$ cat config.mk
export PLATFORM = sky130hd
export DESIGN_NAME = video_ts_render
export DESIGN_NICKNAME = d
export VERILOG_FILES = /design/src/rtl/video_ts_pkg.sv /design/src/rtl/video_ts_pixsel.sv /design/src/rtl/video_ts_render.sv
export SDC_FILE = /design/constraint.sdc
export NUM_CORES = 1
export LEC_CHECK = 0
export ABC_CLOCK_PERIOD_IN_PS = 5900
export BUFFER_PORTS_ARGS = -buffer_cell sky130_fd_sc_hd__buf_4
export CAP_MARGIN = 20
export CORE_MARGIN = 2
export CORE_UTILIZATION = 54
export CTS_CLUSTER_SIZE = 8
export DETAILED_ROUTE_END_ITERATION = 10
export HOLD_SLACK_MARGIN = 0.15
export PLACE_DENSITY = 0.92
export SETUP_SLACK_MARGIN = 0.15
export SYNTH_ARGS = -nofsm -noshare
export SYNTH_HDL_FRONTEND = slang
export SYNTH_HIERARCHICAL = 1
export SYNTH_SLANG_ARGS = --single-unit
$ cat constraint.sdc
create_clock -name clk -period 5.9 [get_ports clk]
set_clock_uncertainty 0.2 [all_clocks]
set_input_delay 0.295 -clock clk [delete_from_list [all_inputs] [get_ports clk]]
set_output_delay 0.295 -clock clk [all_outputs]
set_load 0.02 [all_outputs]
$ cat src/rtl/video_ts_pkg.sv
// Shared constants and types for the tile/sprite renderer.
package video_ts_pkg;

   // Line-buffer geometry: positions at or above LB_VISIBLE are never written.
   localparam int                LB_AW      = 9;
   localparam logic [LB_AW-1:0]  LB_VISIBLE = LB_AW'(360);

   // Renderer control states.
   typedef enum logic [1:0] {
      ST_IDLE  = 2'd0,
      ST_FETCH = 2'd1,
      ST_DRAW  = 2'd2
   } state_e;

   // Nibble index (nibble k = word[4k+3:4k]) for each pixel slot, pc0 in bits [1:0].
   // Unflipped order: [7:4], [3:0], [15:12], [11:8].
   localparam logic [7:0] NIB_SEQ_FWD  = {2'd2, 2'd3, 2'd0, 2'd1};
   // Flipped order: [11:8], [15:12], [3:0], [7:4].
   localparam logic [7:0] NIB_SEQ_FLIP = {2'd1, 2'd0, 2'd3, 2'd2};

endpackage

$ cat src/rtl/video_ts_pixsel.sv
// Combinational 16-to-4 nibble selector: picks the pixel for slot pc of a
// graphics word, honouring X flip.
module video_ts_pixsel
   import video_ts_pkg::*;
(
   input  logic [15:0] word,
   input  logic [1:0]  pc,
   input  logic        xf,
   output logic [3:0]  nibble
);

   logic [7:0] seq;
   logic [1:0] idx;

   // Map the slot to a nibble index, then slice that nibble out of the word.
   // NOTE: every signal assigned in always_comb gets a value on every path,
   // otherwise synthesis infers a latch to hold the old value.
   always_comb begin
      seq    = xf ? NIB_SEQ_FLIP : NIB_SEQ_FWD;
      idx    = seq[{pc, 1'b0} +: 2];
      nibble = word[{idx, 2'b00} +: 4];
   end

endmodule

$ cat src/rtl/video_ts_render.sv
// Tile/sprite renderer: fetches one horizontal strip of 4bpp graphics from
// DRAM, word by word, and writes its opaque pixels into the scanline buffer.
module video_ts_render
   import video_ts_pkg::*;
(
   input  logic              clk,
   input  logic              rst_n,
   input  logic              start,
   input  logic              tsr_go,
   input  logic [5:0]        tsr_addr,
   input  logic [8:0]        tsr_line,
   input  logic [7:0]        tsr_page,
   input  logic [8:0]        tsr_x,
   input  logic [2:0]        tsr_xs,
   input  logic              tsr_xf,
   input  logic [3:0]        tsr_pal,
   output logic              tsr_rdy,
   output logic [20:0]       dram_addr,
   output logic              dram_req,
   input  logic              dram_next,
   input  logic [15:0]       dram_rdata,
   output logic [LB_AW-1:0]  lb_addr,
   output logic [7:0]        lb_data,
   output logic              lb_we
);

   state_e            state_q, state_d;
   logic [7:0]        page_q, page_d;
   logic [8:0]        line_q, line_d;
   logic              xf_q, xf_d;
   logic [3:0]        pal_q, pal_d;
   logic [6:0]        col_q, col_d;
   logic [3:0]        wc_q, wc_d;
   logic [LB_AW-1:0]  x_q, x_d;
   logic [1:0]        pc_q, pc_d;
   logic [15:0]       wreg_q, wreg_d;
   logic              rdy_q, rdy_d;
   logic              req_q, req_d;
   logic              we_q, we_d;
   logic [LB_AW-1:0]  lb_addr_q, lb_addr_d;
   logic [7:0]        lb_data_q, lb_data_d;

   logic [3:0]        nib;
   logic [3:0]        wc_init;
   logic [6:0]        col_base;
   logic [2:0]        page_lo;

   video_ts_pixsel u_pixsel (
      .word   (wreg_q),
      .pc     (pc_q),
      .xf     (xf_q),
      .nibble (nib)
   );

   // Words per task minus one: 2*(xs+1)-1 is simply {xs,1}.
   assign wc_init  = {tsr_xs, 1'b1};
   assign col_base = {tsr_addr, 1'b0};

   // Page low bits absorb the line's upper bits; the sum wraps within 3 bits.
   assign page_lo   = page_q[2:0] + line_q[8:6];
   assign dram_addr = {page_q[7:3], page_lo, line_q[5:0], col_q};

   assign tsr_rdy  = rdy_q;
   assign dram_req = req_q;
   assign lb_we    = we_q;
   assign lb_addr  = lb_addr_q;
   assign lb_data  = lb_data_q;

   // Next-state and datapath updates; start overrides everything else.
   always_comb begin
      state_d   = state_q;
      page_d    = page_q;
      line_d    = line_q;
      xf_d      = xf_q;
      pal_d     = pal_q;
      col_d     = col_q;
      wc_d      = wc_q;
      x_d       = x_q;
      pc_d      = pc_q;
      wreg_d    = wreg_q;
      rdy_d     = rdy_q;
      req_d     = req_q;
      we_d      = 1'b0;
      lb_addr_d = lb_addr_q;
      lb_data_d = lb_data_q;

      if (start) begin
         state_d = ST_IDLE;
         rdy_d   = 1'b1;
         req_d   = 1'b0;
      end else begin
         case (state_q)
            ST_IDLE: begin
               if (tsr_go) begin
                  page_d  = tsr_page;
                  line_d  = tsr_line;
                  xf_d    = tsr_xf;
                  pal_d   = tsr_pal;
                  x_d     = tsr_x;
                  wc_d    = wc_init;
                  // Flipped strips start at their last word and walk backwards.
                  col_d   = tsr_xf ? col_base + {3'b000, wc_init} : col_base;
                  rdy_d   = 1'b0;
                  req_d   = 1'b1;
                  state_d = ST_FETCH;
               end
            end
            ST_FETCH: begin
               if (dram_next) begin
                  wreg_d  = dram_rdata;
                  col_d   = xf_q ? col_q - 7'd1 : col_q + 7'd1;
                  pc_d    = 2'd0;
                  req_d   = 1'b0;
                  state_d = ST_DRAW;
               end
            end
            ST_DRAW: begin
               we_d      = (nib != 4'd0) && (x_q < LB_VISIBLE);
               lb_addr_d = x_q;
               lb_data_d = {pal_q, nib};
               x_d       = x_q + 1'b1;
               pc_d      = pc_q + 2'd1;
               if (pc_q == 2'd3) begin
                  if (wc_q == 4'd0) begin
                     rdy_d   = 1'b1;
                     state_d = ST_IDLE;
                  end else begin
                     wc_d    = wc_q - 4'd1;
                     req_d   = 1'b1;
                     state_d = ST_FETCH;
                  end
               end
            end
            default: begin
               rdy_d   = 1'b1;
               req_d   = 1'b0;
               state_d = ST_IDLE;
            end
         endcase
      end
   end

   // State and datapath registers.
   // NOTE: sequential state uses non-blocking assignments so every flop
   // samples pre-edge values regardless of statement order.
   always_ff @(posedge clk or negedge rst_n) begin
      if (!rst_n) begin
         state_q   <= ST_IDLE;
         page_q    <= '0;
         line_q    <= '0;
         xf_q      <= 1'b0;
         pal_q     <= '0;
         col_q     <= '0;
         wc_q      <= '0;
         x_q       <= '0;
         pc_q      <= '0;
         wreg_q    <= '0;
         rdy_q     <= 1'b1;
         req_q     <= 1'b0;
         we_q      <= 1'b0;
         lb_addr_q <= '0;
         lb_data_q <= '0;
      end else begin
         state_q   <= state_d;
         page_q    <= page_d;
         line_q    <= line_d;
         xf_q      <= xf_d;
         pal_q     <= pal_d;
         col_q     <= col_d;
         wc_q      <= wc_d;
         x_q       <= x_d;
         pc_q      <= pc_d;
         wreg_q    <= wreg_d;
         rdy_q     <= rdy_d;
         req_q     <= req_d;
         we_q      <= we_d;
         lb_addr_q <= lb_addr_d;
         lb_data_q <= lb_data_d;
      end
   end

endmodule

# Word level (Yosys, flattened, before mapping)
# Index checks and enable logic that the tools add are counted.
# word_totals
latchBits	0
mem_count	0
rom_bits	0
register_bits	82
out_inout_bits	41
ram_bits	0
wordCells	89
input_bits	61
# op_classes
shift	2
n_reduce_logical	17
muxes	33
multipliers	0
div	0
bitwise_logic	1
n_addsub	7
n_eq_ne	13
magnitude_cmp	1
# op_table
cell	count
$mux W7	4
$pmux W9 S2	1
$shiftx A16 B5 Y4	1
$ne A3 B3 Y1 const B	5
$reduce_and A3 Y1	5
$pmux W7 S2	1
$mux W1	12
$mux W4	3
$reduce_and A4 Y1	3
$mux W2	5
$ne A2 B2 Y1 const B	5
$add A9 B1 Y9 const B	1
$lt A9 B9 Y1 const B	1
$mux W9	1
$mux W8	1
$pmux W4 S2	1
$shiftx A8 B4 Y2	1
$add A7 B1 Y7 const B	1
$add A7 B4 Y7	1
$sub A7 B1 Y7 const B	1
$pmux W1 S3	2
$pmux W2 S3	1
$reduce_bool A2 Y1	3
$reduce_and A5 Y1	1
12 further kinds	13

# Longest topological paths before layout
# depth
word_depth	7
depth_mapped	8
depth_no_buf	8

# By module
# Netlist, hierarchy kept.
# modules_own_cells
mod	n_inst	cells_per_inst	area_per_inst_um2	seq_area_each_um2
video_ts_render	1	434	4165.2	2053.2
video_ts_pixsel	1	6	130.1	0.0

# Least setup slack after synthesis
# OpenSTA, ideal clock, no wires.
# synth_path
kind	register -> register
start	register xf_q
end	register col_q[6]
period_less_slack_ns	2.452
arrival_time_ns	2.128
required_ns	5.576
slack_ns	3.448
path_stages_with_launch	8
setup_ns	0.124
n_path_buf	0
path_cell_list	dfrtp_1 > inv_1 > fa_1 > nand2b_1 > a2111oi_0 > a211oi_1 > a32o_1 > or2_1
# synth_between
elab_chain_len	3
# synth_lines
element	line	source
start, declared	video_ts_render.sv:30	logic xf_q, xf_d;
start signal, assigned	video_ts_render.sv:151	xf_q <= 1'b0;
start signal, assigned	video_ts_render.sv:167	xf_q <= xf_d;
$mux W7	video_ts_render.sv:111	col_d = xf_q ? col_q - 7'd1 : col_q + 7'd1;
$mux W7	video_ts_render.sv:109	if (dram_next) begin
$pmux W7 S2	video_ts_render.sv:92	case (state_q)
end signal, assigned	video_ts_render.sv:169	col_q <= col_d;
end, declared	video_ts_render.sv:32	logic [6:0] col_q, col_d;
# No other way between the ends. The select of a mux whose other input is x is not followed.
# A chain may end at the register's enable or synchronous reset.

# Worst setup path in the final report
# Ends and elaborated chain as after synthesis.

==> impl_metrics.csv <==
group,metric,value,unit
synth,yosysTopAreaCell,"dfrtp_1",
setup_path,start_kind,"flip-flop",
final_layout,final_layout_size_suffix_gt1_share,24.5,%
floorplanning,pin_count,102,
synth,synth-seq-area-share,47.8,%
synth,syn_nets,516,
floorplanning,die_h,93.2,um
clocking,cts_tree,"built",
timing,period_share,47.6,%
floorplanning,start_util,55.6,%
synth,yosysTopAreaCellShare,47.2,%
drt,first_iter_violations,183,
timing,fmax,0.356,GHz
synth,synth_area_leaders,"dfrtp_1, nand2_1, ha_1, mux2_2, mux2_1",
synth,synth-edff-count,0,
setup_path,worstPathMaxFanout,11,
synth,synth.avg_cell_area,9.76,um^2
timing,period_minus_slack,2810,ps
timing,setup_ws,3090,ps
timing,setup_tns,0,ps
floorplanning,num_rows,32,
clocking,clock-sinks,82,
setup_path,worstPathRequired,5940,ps
placed_design,gp_congestion,0.924,
synth,synthArstFlopShare,100,%
setup_path,path_class,"flip-flop to flip-flop",
job,cap_viol_max_count,0,
final_layout,layout_common_cells,"nand2_1, buf_4, dfrtp_1",
synth,synth_area,4300,um^2
setup_path,cp-end-kind,"flip-flop",
placed_design,place_hpwl,7000,um
global_route,grt_pass1_wl,17700,um
clocking,clk_pin_slew,80,ps
final_layout,synthToLayoutAreaGrowth,34.1,%
global_route,grt_pass1_vias,3926,
clocking,clock_latency,360,ps
power_and_ir_drop,power_density,380,nW/um^2
power_and_ir_drop,peakVddDrop,0.244,mV
drt,dr.pass1.iters,5,
synth,ys_warn_count,6,
global_route,antenna_found_initial,0,
min_path,hold_class,"input port to flip-flop",
global_route,grt_overflow,0,
clocking,cts.htree.levels,3,
floorplanning,core_area,7730,um^2
timing,setup_viol,0,
drt,drc,0,
clocking,clock_path_buffers,2,
floorplanning,die_width,93.2,um
timing,hold_violations,0,
drt,wl,11000,um
synth,yosys_most_used_dff,"dfrtp_1",
power_and_ir_drop,totalPowerFinal,0.00219,W
clocking,cts_made_buffers,9,
synth,syn_inst,440,
timing,relSlewSlack,49.7,%
timing,tightest_slew,754,ps
drt,antenna_left,0,
final_layout,nets,654,
final_layout,n_antenna_cell,0,
placed_design,numPortBuffers,101,
floorplanning,dieArea,8680,um^2
drt,vias,3783,
clocking,clk_root_buffer_cell,"clkbuf_8",
placed_design,pre_cts_slack,3140,ps
setup_path,arrival,2850,ps
global_route,grt_max_degree,83,
timing,slew_viol_final,0,
final_layout,final_common_cell,"nand2_1",
drt,viasPerCell,5.52,
outcome,status,"finished, final reports clean",
synth,ys_ff_latch,82,
synth,yosys.cell_types.count,62,
drt,wl_per_cell,16.0,um
timing,grt_setup_unrepaired,"no",
global_route,track_usage,26.0,%
power_and_ir_drop,p_leak,2.76,nW
clocking,cts-resized-gates,0,
worst max-delay path: stages, from the launching register on:
cell and delay [ps]:
dfrtp_1 620, inv_1 170, fa_1 410, nand2b_1 210, a2111oi_0 460, a211oi_1 120
a32o_1 270, or2_1 230
final timing paths:
kind,from,endpoint,slack (ps),depth (start not counted)
worst min-delay path,tsr_x[2],x_q[2],170,4
min in group asynchronous,rst_n,wreg_q[3],200,2
worst min register to register,wreg_q[8],wreg_q[8],280,2
max in group asynchronous,rst_n,line_q[8],4700,3
worst max register to register,xf_q,col_q[6],3090,7
worst max-delay path,xf_q,col_q[6],3090,7
where the power goes:
group,switching (W),internal [W],leakage [nW]
clock,0.000210,0.000195,0.0990
combinational,0.000481,0.000416,1.66
sequential,0.000142,0.000746,0.998
total,0.000833,0.00136,2.76
what timing repair did:
action	CTS	global route
endpoints found under the hold margin	134	0
setup endpoints to repair	0	0
buffers inserted	0	0
hold buffers	53	0
stage by stage:
| step | util [%] | instances | hold slack [ps] | instance area [um^2] |
|---|---|---|---|---|
| floorplan | - | 440 | -201 | 4300 |
| global placement | 64.8 | 615 | 247 | 5010 |
| detailed placement | 64.8 | 615 | 259 | 5010 |
| CTS | 74.2 | 684 | 155 | 5730 |
| global route | 74.5 | 685 | 203 | 5760 |
| finish | 74.5 | 685 | 168 | 5760 |
cells by family after synthesis:
group	share of synthesized area, %
adder cells (fa/ha/maj)	4.89
XOR/XNOR	1.81
AO/OA/AOI/OAI	12.4
multiplexers	8.68
AND/OR/NAND/NOR	19.1
flip-flops	47.8
buffers and inverters	5.39
metal layers:
layer / part of all wire [%] / wire [um] / global-route usage, %
met5: 0 / 0 / 0
met4: 3.1 / 344 / 10.9
met3: 6.6 / 724 / 5.88
met2: 51 / 5600 / 46.0
met1: 39 / 4290 / 30.4
registers in the layout (all words and copies together), names as in the netlist:
register / count
wreg_q: 16
lb_addr: 9
line_q: 9
x_q: 9
lb_data: 8
page_q: 8
col_q: 7
pal_q: 4
wc_q: 4
pc_q: 2
state_q: 2
dram_req: 1
lb_we: 1
tsr_rdy: 1
xf_q: 1
final cells by class:
cell class	count	area, um^2
inverter	11	41.3
clock buffer	9	124
clock inverter	7	70.1
multi-input combinational	317	2010
tap	102	128
fill	509	1970
sequential	82	2050
timing repair buffer	157	1330
synth_stat cells (6+ instances only):
cell	count
buf_4	11
clkbuf_1	9
a211oi_1	6
mux2_1	10
inv_1	11
nand3_1	13
dfrtp_1	81
o21ai_0	19
ha_1	12
mux2_2	12
nand2_1	124
nand2b_1	6
nor2_1	17
a21oi_1	19
No activity file was read; power rests on OpenSTA's default activity.
